$ cat src/rtl/prbs_sym_src_pkg.sv
// -----------------------------------------------------------------------------
// prbs_sym_src_pkg
// Shared constants for the PRBS symbol source: standard Fibonacci tap masks
// and the default parameter values used by prbs_sym_src and prbs_lfsr.
// Tap mask bit i selects state bit i into the feedback XOR.
// -----------------------------------------------------------------------------
package prbs_sym_src_pkg;

    // x^7 + x^6 + 1
    localparam logic [6:0]  TAPS_PRBS7  = 7'h60;
    // x^9 + x^5 + 1
    localparam logic [8:0]  TAPS_PRBS9  = 9'h110;
    // x^15 + x^14 + 1
    localparam logic [14:0] TAPS_PRBS15 = 15'h6000;

    localparam int DEF_LFSR_W   = 7;
    localparam int DEF_SYM_W    = 4;
    localparam int DEF_DIV_W    = 8;
    localparam int DEF_SEED_RST = 1;
    localparam int CNT_W        = 16;

endpackage

$ cat src/rtl/prbs_lfsr.sv
// -----------------------------------------------------------------------------
// prbs_lfsr
// Fibonacci LFSR with seed load and lock-up guard.
//
// Ports
//   clk      in  clock, all state on posedge
//   reset    in  synchronous active-high reset, state <= SEED_RST
//   step_i   in  advance the LFSR by one step
//   load_i   in  load seed_i (zero seed is replaced by 1); beats step_i
//   seed_i   in  seed value
//   state_o  out current LFSR state
//   next_o   out state after one step (combinational from state_o)
// -----------------------------------------------------------------------------
module prbs_lfsr
    import prbs_sym_src_pkg::*;
#(
    parameter int              W        = DEF_LFSR_W,
    parameter logic [W-1:0]    TAPS     = W'(TAPS_PRBS7),
    parameter logic [W-1:0]    SEED_RST = W'(DEF_SEED_RST)
) (
    input  logic         clk,
    input  logic         reset,
    input  logic         step_i,
    input  logic         load_i,
    input  logic [W-1:0] seed_i,
    output logic [W-1:0] state_o,
    output logic [W-1:0] next_o
);

    logic [W-1:0] state_q, state_d;

    assign next_o  = {state_q[W-2:0], ^(state_q & TAPS)};
    assign state_o = state_q;

    always_comb begin
        // NOTE: default assignment first so every path assigns state_d; otherwise a latch is inferred.
        state_d = state_q;
        if (load_i) begin
            state_d = (seed_i == '0) ? W'(1) : seed_i;
        end else if (state_q == '0) begin
            // All-zero is a fixed point of the XOR feedback; kick it out.
            state_d = W'(1);
        end else if (step_i) begin
            state_d = next_o;
        end
    end

    always_ff @(posedge clk) begin
        // NOTE: sequential state uses non-blocking assignment so every register samples pre-edge values.
        if (reset) begin
            state_q <= SEED_RST;
        end else begin
            state_q <= state_d;
        end
    end

endmodule

$ cat src/rtl/prbs_sym_src.sv
// -----------------------------------------------------------------------------
// prbs_sym_src
// Rate-controlled PRBS symbol source with a one-entry valid/ready output slot.
// A tick counter fires every div_i+1 enabled clocks; each tick that finds the
// output slot free steps the LFSR and presents the low SYM_W bits of the new
// state. A tick that finds the slot occupied waits (counter holds) so symbols
// are never dropped or repeated.
//
// Ports
//   clk          in  clock
//   reset        in  synchronous active-high reset, highest priority
//   enable_i     in  run enable; low freezes tick counter and LFSR
//   div_i        in  symbol period minus one, in clocks
//   load_i       in  one-cycle seed load strobe; clears counter and slot
//   seed_i       in  seed for load_i
//   sym_o        out current symbol
//   sym_valid_o  out sym_o holds an unconsumed symbol
//   sym_ready_i  in  downstream accepts sym_o this cycle
//   sym_count_o  out accepted-symbol count, wraps at 2^16
// -----------------------------------------------------------------------------
module prbs_sym_src
    import prbs_sym_src_pkg::*;
#(
    parameter int                  LFSR_W   = DEF_LFSR_W,
    parameter logic [LFSR_W-1:0]   TAPS     = LFSR_W'(TAPS_PRBS7),
    parameter int                  SYM_W    = DEF_SYM_W,
    parameter int                  DIV_W    = DEF_DIV_W,
    parameter logic [LFSR_W-1:0]   SEED_RST = LFSR_W'(DEF_SEED_RST)
) (
    input  logic              clk,
    input  logic              reset,
    input  logic              enable_i,
    input  logic [DIV_W-1:0]  div_i,
    input  logic              load_i,
    input  logic [LFSR_W-1:0] seed_i,
    output logic [SYM_W-1:0]  sym_o,
    output logic              sym_valid_o,
    input  logic              sym_ready_i,
    output logic [CNT_W-1:0]  sym_count_o
);

    logic [DIV_W-1:0]  cnt_q, cnt_d;
    logic [SYM_W-1:0]  sym_q, sym_d;
    logic              valid_q, valid_d;
    logic [CNT_W-1:0]  count_q, count_d;

    logic              tick;
    logic              slot_free;
    logic              accept;
    logic              step;
    logic [LFSR_W-1:0] lfsr_state;
    logic [LFSR_W-1:0] lfsr_next;

    // State is exposed for observation only and the upper next bits are not
    // part of the symbol; fold them into one sink.
    logic              unused_bits;
    assign unused_bits = ^{lfsr_state, lfsr_next};

    assign accept    = valid_q & sym_ready_i;
    assign slot_free = ~valid_q | sym_ready_i;
    // '>=' rather than '==' so shrinking div_i mid-count ticks immediately.
    assign tick      = enable_i & (cnt_q >= div_i);
    assign step      = tick & slot_free & ~load_i;

    prbs_lfsr #(
        .W        (LFSR_W),
        .TAPS     (TAPS),
        .SEED_RST (SEED_RST)
    ) u_lfsr (
        .clk     (clk),
        .reset   (reset),
        .step_i  (step),
        .load_i  (load_i),
        .seed_i  (seed_i),
        .state_o (lfsr_state),
        .next_o  (lfsr_next)
    );

    always_comb begin
        cnt_d   = cnt_q;
        sym_d   = sym_q;
        valid_d = valid_q;
        // A handshake completes regardless of load_i, so it always counts.
        count_d = count_q + CNT_W'(accept);

        if (load_i) begin
            cnt_d   = '0;
            valid_d = 1'b0;
        end else begin
            if (enable_i) begin
                if (tick) begin
                    // Blocked tick keeps cnt at its tick value so it retries.
                    if (slot_free) begin
                        cnt_d = '0;
                    end
                end else begin
                    cnt_d = cnt_q + DIV_W'(1);
                end
            end

            if (step) begin
                sym_d   = lfsr_next[SYM_W-1:0];
                valid_d = 1'b1;
            end else if (accept) begin
                valid_d = 1'b0;
            end
        end
    end

    always_ff @(posedge clk) begin
        if (reset) begin
            cnt_q   <= '0;
            sym_q   <= '0;
            valid_q <= 1'b0;
            count_q <= '0;
        end else begin
            cnt_q   <= cnt_d;
            sym_q   <= sym_d;
            valid_q <= valid_d;
            count_q <= count_d;
        end
    end

    assign sym_o       = sym_q;
    assign sym_valid_o = valid_q;
    assign sym_count_o = count_q;

endmodule

$ cat config.mk
export PLATFORM = sky130hd
export DESIGN_NAME = prbs_sym_src
export DESIGN_NICKNAME = d
export VERILOG_FILES = /design/src/rtl/prbs_sym_src_pkg.sv /design/src/rtl/prbs_lfsr.sv /design/src/rtl/prbs_sym_src.sv
export SDC_FILE = /design/constraint.sdc
export NUM_CORES = 1
export LEC_CHECK = 0
export ABC_CLOCK_PERIOD_IN_PS = 2700
export BUFFER_PORTS_ARGS = -buffer_cell sky130_fd_sc_hd__buf_2
export CAP_MARGIN = 5
export CORE_ASPECT_RATIO = 1.5
export CORE_MARGIN = 2
export CORE_UTILIZATION = 35
export CTS_CLUSTER_SIZE = 10
export DETAILED_ROUTE_END_ITERATION = 7
export PLACE_DENSITY = 0.58
export SLEW_MARGIN = 20
export SYNTH_ARGS = -nofsm -noshare
export SYNTH_HDL_FRONTEND = slang
export SYNTH_SLANG_ARGS = --single-unit
$ cat constraint.sdc
create_clock -name clk -period 2.7 [get_ports clk]
set_clock_uncertainty 0.1 [all_clocks]
set_input_delay 0.405 -clock clk [delete_from_list [all_inputs] [get_ports clk]]
set_output_delay 0.405 -clock clk [all_outputs]
set_load 0.1 [all_outputs]
==> results of run 1 <==
## logic make-up (layout without fill, tap and decap cells)
logic type	count (synthesis)	after routing
muxes	10	10
xor gates and xnor gates	13	13
adders and majority gates	11	11
AOI/OAI and AO/OA	30	30
DFF	36	36
and+or+nand+nor	94	94
buffers and inverters	17	58
## worst max path at each step
stage                             end  slack (ns)
global placement    u_lfsr.state_o[0]        0.18
finish              u_lfsr.state_o[0]        0.23
global route                 cnt_q[7]        0.10
CTS                 u_lfsr.state_o[0]        0.22
floorplan             sym_count_o[15]        0.19
detailed placement  u_lfsr.state_o[0]        0.15
## Yosys cell counts (all sizes together), types with 2 or more instances
cell / count / area, µm²
dfxtp: 36 / 720.7
clkbuf: 5 / 18.77
inv: 9 / 33.78
a21oi: 9 / 45.04
nand3: 8 / 45.04
buf: 3 / 20.01
or3: 3 / 20.02
or2: 3 / 18.77
o311ai: 2 / 17.52
nand4b: 3 / 26.28
nand2b: 4 / 32.53
nor3: 6 / 35.03
o211ai: 2 / 15.01
xnor2: 3 / 26.28
ha: 11 / 137.6
xor2: 10 / 87.58
mux2i: 10 / 100.1
a211oi: 6 / 75.07
a21boi: 2 / 18.77
nand4: 5 / 31.28
nor2b: 3 / 18.77
nand2: 19 / 71.32
and2: 3 / 18.77
nor2: 28 / 107.6
o21ai: 3 / 15.01
and4: 2 / 20.02
and3: 3 / 28.78
## stage by stage
stage | instances | utilization (%)
2_1_floorplan | 211 | -
3_3_place_gp | 315 | 40.77
3_5_place_dp | 315 | 40.77
4_1_cts | 322 | 42.56
5_1_grt | 322 | 42.56
6_report | 322 | 42.56
## state kept, by name, summed over array words and instances, names as in the netlist
| register | flops |
|---|---|
| sym_count_o | 16 |
| u_lfsr.state_o | 7 |
| cnt_q | 8 |
| sym_o | 4 |
| sym_valid_o | 1 |
## layout by cell type (no fill, tap or decap), drive strengths merged, types with 2 or more instances in the layout
master  instances
nor2b           3
and4            2
a21oi           9
nand3           8
nor3            6
or2             3
o21ai           3
inv             9
a211oi          6
ha             11
clkbuf          7
o311ai          2
nand4           5
nand2b          4
nor2           28
dfxtp          36
nand4b          3
xor2           10
a21boi          2
and2            3
mux2i          10
and3            3
o211ai          2
xnor2           3
nand2          19
buf            42
or3             3
## where the power goes
group	switching, mW	leakage, nW	total (mW)	internal, mW
logic	0.0557	0.693	0.103	0.0472
clock network	0.178	0.0503	0.405	0.227
registers	0.00979	0.292	0.551	0.541
total	0.243	1.04	1.06	0.816
## worst register-to-register path, delay by kind of cell (launching register included)
family                     cells  cell delay (ns)
buffers and inverters          1             0.07
and+or+nand+nor                3             0.76
adders and majority gates      1             0.27
AOI/OAI and AO/OA              2             0.77
DFF                            1             0.40
## layout make-up
| cell class | instances | area [µm²] | area share [%] |
|---|---|---|---|
| Clock buffer | 7 | 96.34 | 4.217 |
| Sequential cell | 36 | 720.7 | 31.54 |
| Multi-Input combinational cell | 158 | 1131 | 49.51 |
| Timing Repair Buffer | 42 | 215.2 | 9.419 |
| Tap cell | 70 | 87.58 | 3.834 |
| Inverter | 9 | 33.78 | 1.479 |
## layer usage
layer	vias to the layer above	GRT usage [%]
met4	0	6.383
li1	816	-
met5	-	0
met1	716	14.78
met3	5	4.648
met2	36	25.78
==> flow_summary_export.csv, run 1 <==
group,metric,value,unit
synth,synth_top_family_by_area,"simple AND/OR/NAND/NOR gates",
synth,syn_area,0.001924,mm²
critical_path,r2r_end,"u_lfsr.state_o[0]",
pwr,p_per_area,463.6,mW/mm²
drt,wl_met3,182,µm
synth,synth-main-ff-cell,"dfxtp_1",
critical_path,end_kind,"flop",
timing,hold_viol,0,
critical_path,worstPathRequired,2.77,ns
drt,drt-pass1-iter-count,4,
timing,finalSetupTns,0,ns
final_layout,antenna_cells,0,
critical_path,arrival,2.54,ns
synth,synth_compound_area_share,14.17,%
drt,vias,1573,
min_path,worstHoldStart,"enable_i",
clock_network,clock_sinks,36,
final_layout,finalNetCount,283,
clock_network,cts_hold_buf,0,
drt,dr_wl_met2,1.999,mm
timing,min_period,2.473,ns
critical_path,startpoint_type,"flop",
pwr,total_power,1.059,mW
min_path,hold_depth,3,
drt,antenna_left,0,
critical_path,r2r_slack,0.23,ns
final_layout,drive_gt1_share,27.78,%
global_routing,grt-ovfl-total,0,
timing,layout_setup_ws,0.2267,ns
critical_path,critical_path_cell_count,7,
critical_path,reg2regPathDepth,7,
critical_path,critPathBufInv,1,
clock_network,htree_levels,2,
synth,synthCells,211,
drt,viasPerCell,4.885,
timing,whs,0.3118,ns
die,rows,33,
clock_network,cts_root_buffer,"clkbuf_8",
drt,drc,0,
critical_path,critPathLaunch,"cnt_q[0]",
timing,fmax,404.3,MHz
die,start_util,35.85,%
drt,drtIter0Drc,62,
placed_design,dpl-instance-area,0.002188,mm²
die,die-area,0.006119,mm²
critical_path,slowest_stage,"or3b_4",
timing,rsz0062_at_grt,"false",
clock_network,clk_pin_slew_worst_paths,0.07,ns
timing,min_period_over_period,91.60,%
critical_path,max_stage_delay,0.49,ns
global_routing,grt_pass1_wl,6.706,mm
critical_path,path_cells,"inv_1 > ha_1 > nand2b_4 > a2111oi_4 > nor3_2 > or3b_4 > a221o_1",
global_routing,antenna_found_initial,0,
global_routing,grt_pass1_vias,1518,
synth,synthAdderAreaFrac,7.152,%
global_routing,grt_usage,14.23,%
placed_design,io_buffers,40,
die,die_h,94.82,µm
synth,ys_seq_area_share,37.45,%
synth,synth-edff-count,0,
placed_design,gp_congestion,0.7684,
clock_network,cts.repair.resized,0,
timing,slew_headroom,61.69,%
synth,synthDistinctLibCells,48,
job,maxCapViolCount,0,
outcome,outcome,"finished clean",
synth,syn_avg_cell_area,9.120,µm²
timing,slew_violations,0,
synth,synth_simple_gate_area_share,26.33,%
global_routing,grt_max_degree,29,
placed_design,dp_slack,0.1545,ns
placed_design,dp_hpwl,2.943,mm
final_layout,syn2layout_area_growth,18.73,%
min_path,hold_path_end,"sym_valid_o",
die,io-pin-count,41,
final_layout,fillers,569,
synth,synth.area.mux_share,5.202,%
clock_network,cts_tree,"yes",
synth,synth-async-reset-ratio,0,%
synth,synth_warnings,0,
die,core_area,0.005368,mm²
clock_network,numCtsBuffers,5,
drt,routed_wl,3.916,mm
final_layout,postLayoutCellArea,0.002285,mm²
clock_network,cts_max_path_buffers,2,
critical_path,worst_path_dominant_cell_family,"simple AND/OR/NAND/NOR gates",
drt,wl_per_cell,12.16,µm
clock_network,cts_setup_buffers,0,
die,die_w,64.54,µm
min_path,hp-class,"primary input to flop",
drt,wl_met1,1.659,mm
timing,setup_violations,0,
synth,synth-seq-cells,36,
critical_path,cp_max_fo,13,
critical_path,reg2reg_from,"cnt_q[0]",
drt,routed.top_layer,"met4",
pwr,leakagePower,1.035,nW
clock_network,clock_latency,0.28,ns
critical_path,crit_type,"flop to flop",
synth,synth-xor-area-share,5.917,%
synth,synth_nets,242,
pwr,ir_worst_vdd,312.7,µV
timing,tightest_slew,0.5746,ns
(Power assumes the default switching activity.)
==> inputs of run 2 (changes only) <==
SYNTH_HIERARCHICAL = 1   (was not set)
==> run 2 against run 1 <==
- cell count grew 6.2%
- utilization rose by 1.1 points
- critical endpoint is now u_lfsr/state_o[5]
- design area is 4.9% higher
- power is 5.0% lower
- combinational power is 10% lower
- synthesized cell count grew 6.2%
- sequential share of layout area shrank 1.5 points
- hold slack lost 0.012 ns
==> flow_summary_export.csv, run 2 <==
group,metric,value,unit
outcome,outcome,"finished clean",
global_routing,grt_max_degree,30,
global_routing,use_met2,25.80,%
synth,synth_warnings,6,
timing,hold_viol,0,
timing,fmax,401.0,MHz
clock_network,numCtsBuffers,5,
synth,syn_area,0.002007,mm²
drt,antenna_left,0,
critical_path,arrival,2.56,ns
timing,rsz0062_at_grt,"false",
global_routing,grtUsageMet1,16.02,%
global_routing,grt_most_used_layer,"met2",
placed_design,dp_hpwl,3.250,mm
final_layout,final_common_cell,"buf_2",
die,io-pin-count,41,
clock_network,clk_pin_slew_worst_paths,0.07,ns
die,die-area,0.006368,mm²
placed_design,dp_slack,0.03389,ns
final_layout,antenna_cells,0,
drt,drt-pass1-iter-count,4,
placed_design,dpl-instance-area,0.002296,mm²
timing,slew_violations,0,
pwr,p_per_area,420.1,mW/mm²
clock_network,clock_latency,0.29,ns
placed_design,io_buffers,40,
critical_path,r2r_slack,0.21,ns
timing,min_period_over_period,92.36,%
final_layout,largest_reg_flops,16,
drt,drtIter0Drc,36,
pwr,ir_worst_vdd,201.6,µV
die,core_area,0.005492,mm²
timing,setup_violations,0,
synth,syn_avg_cell_area,8.959,µm²
die,start_util,36.55,%
global_routing,grt_pass1_vias,1655,
final_layout,syn2layout_area_growth,19.39,%
clock_network,cts_hold_buf,0,
drt,viasPerCell,5.102,
global_routing,grt-ovfl-total,0,
placed_design,gp_congestion,0.7243,
critical_path,startpoint_type,"flop",
job,maxCapViolCount,0,
min_path,hp-class,"primary input to flop",
synth,synthCells,224,
timing,layout_setup_ws,0.2062,ns
clock_network,cts_tree,"yes",
min_path,hold_path_end,"u_lfsr/state_o[0]",
timing,tightest_slew,0.5270,ns
critical_path,reg2reg_from,"cnt_q[0]",
clock_network,htree_levels,2,
pwr,total_power,1.007,mW
timing,slew_headroom,64.31,%
final_layout,drive_gt1_share,23.53,%
die,die_h,96.74,µm
clock_network,cts_root_buffer,"clkbuf_8",
drt,wl_per_cell,12.75,µm
critical_path,worstPathRequired,2.77,ns
critical_path,r2r_end,"u_lfsr/state_o[5]",
min_path,hold_depth,3,
timing,finalSetupTns,0,ns
drt,drc,0,
global_routing,grt_pass1_wl,7.369,mm
global_routing,grt_usage,14.43,%
clock_network,clock_sinks,36,
global_routing,antenna_found_initial,0,
synth,synth_nets,255,
pwr,leakagePower,0.9993,nW
final_layout,final_cell_mix,"buf_2, dfxtp_1, nor2_1",
drt,routed_wl,4.359,mm
final_layout,finalNetCount,303,
critical_path,crit_type,"flop to flop",
critical_path,reg2regPathDepth,10,
global_routing,grtUsageMet3,3.372,%
clock_network,cts_max_path_buffers,2,
final_layout,postLayoutCellArea,0.002396,mm²
die,die_w,65.83,µm
critical_path,end_kind,"flop",
die,rows,33,
timing,whs,0.3000,ns
critical_path,cp_max_fo,6,
drt,vias,1745,
min_path,worstHoldStart,"seed_i[0]",
timing,min_period,2.494,ns
run 2: final cells by class:
class                           instances  area (µm²)
Clock buffer                            6       72.57
Tap cell                               70       87.58
Timing Repair Buffer                   48       260.3
Inverter                               19       71.32
Fill cell                             557        3095
Clock inverter                          1       5.005
Multi-Input combinational cell        162        1179
Sequential cell                        36       720.7
run 2: metal layers:
| layer | part of all wire, % | wire, µm | vias up |
|---|---|---|---|
| met5 | 0 | 0 | - |
| met4 | 1.6 | 68 | 0 |
| met3 | 3.3 | 146 | 7 |
| met2 | 52 | 2282 | 25 |
| met1 | 43 | 1861 | 816 |
| li1 | - | - | 897 |
run 2: report_power, final:
part	switching [mW]	internal (mW)
Combinational	0.0499	0.0427
Clock	0.189	0.175
Sequential	0.0106	0.539
run 2: what timing repair did:
action                                 4_1_cts  5_1_grt
gates resized for setup                      0        0
setup endpoints to repair                    0        3
endpoints found under the hold margin        0        0
buffers inserted                             0        3
run 2: how the worst max path moves through the flow:
| stage | start | to | slack (ns) | cells after the start |
|---|---|---|---|---|
| after global routing | cnt_q[0] | u_lfsr/state_o[2] | 0.05 | 10 |
| after floorplan | sym_valid_o | sym_count_o[15] | 0.21 | 7 |
| final | cnt_q[0] | u_lfsr/state_o[5] | 0.21 | 10 |
| after CTS | cnt_q[0] | u_lfsr/state_o[5] | 0.11 | 9 |
| after detailed placement | div_i[6] | u_lfsr/state_o[5] | 0.03 | 9 |
| after global placement | div_i[6] | u_lfsr/state_o[3] | 0.09 | 9 |
run 2: stage by stage:
step | util, % | instances
global route | 43.63 | 342
finish | 43.63 | 342
CTS | 43.22 | 339
detailed placement | 41.81 | 332
floorplan | - | 224
global placement | 41.81 | 332
run 2: worst max-delay path, cell delays in order, from the launching register on:
cell and delay, ns:
dfxtp_1 0.36, inv_1 0.08, ha_1 0.27, nand2b_4 0.14
a2111oi_2 0.44, o311a_4 0.27, nor4_4 0.04, buf_4 0.18
nor2_4 0.08, a21boi_2 0.29, o31ai_1 0.12
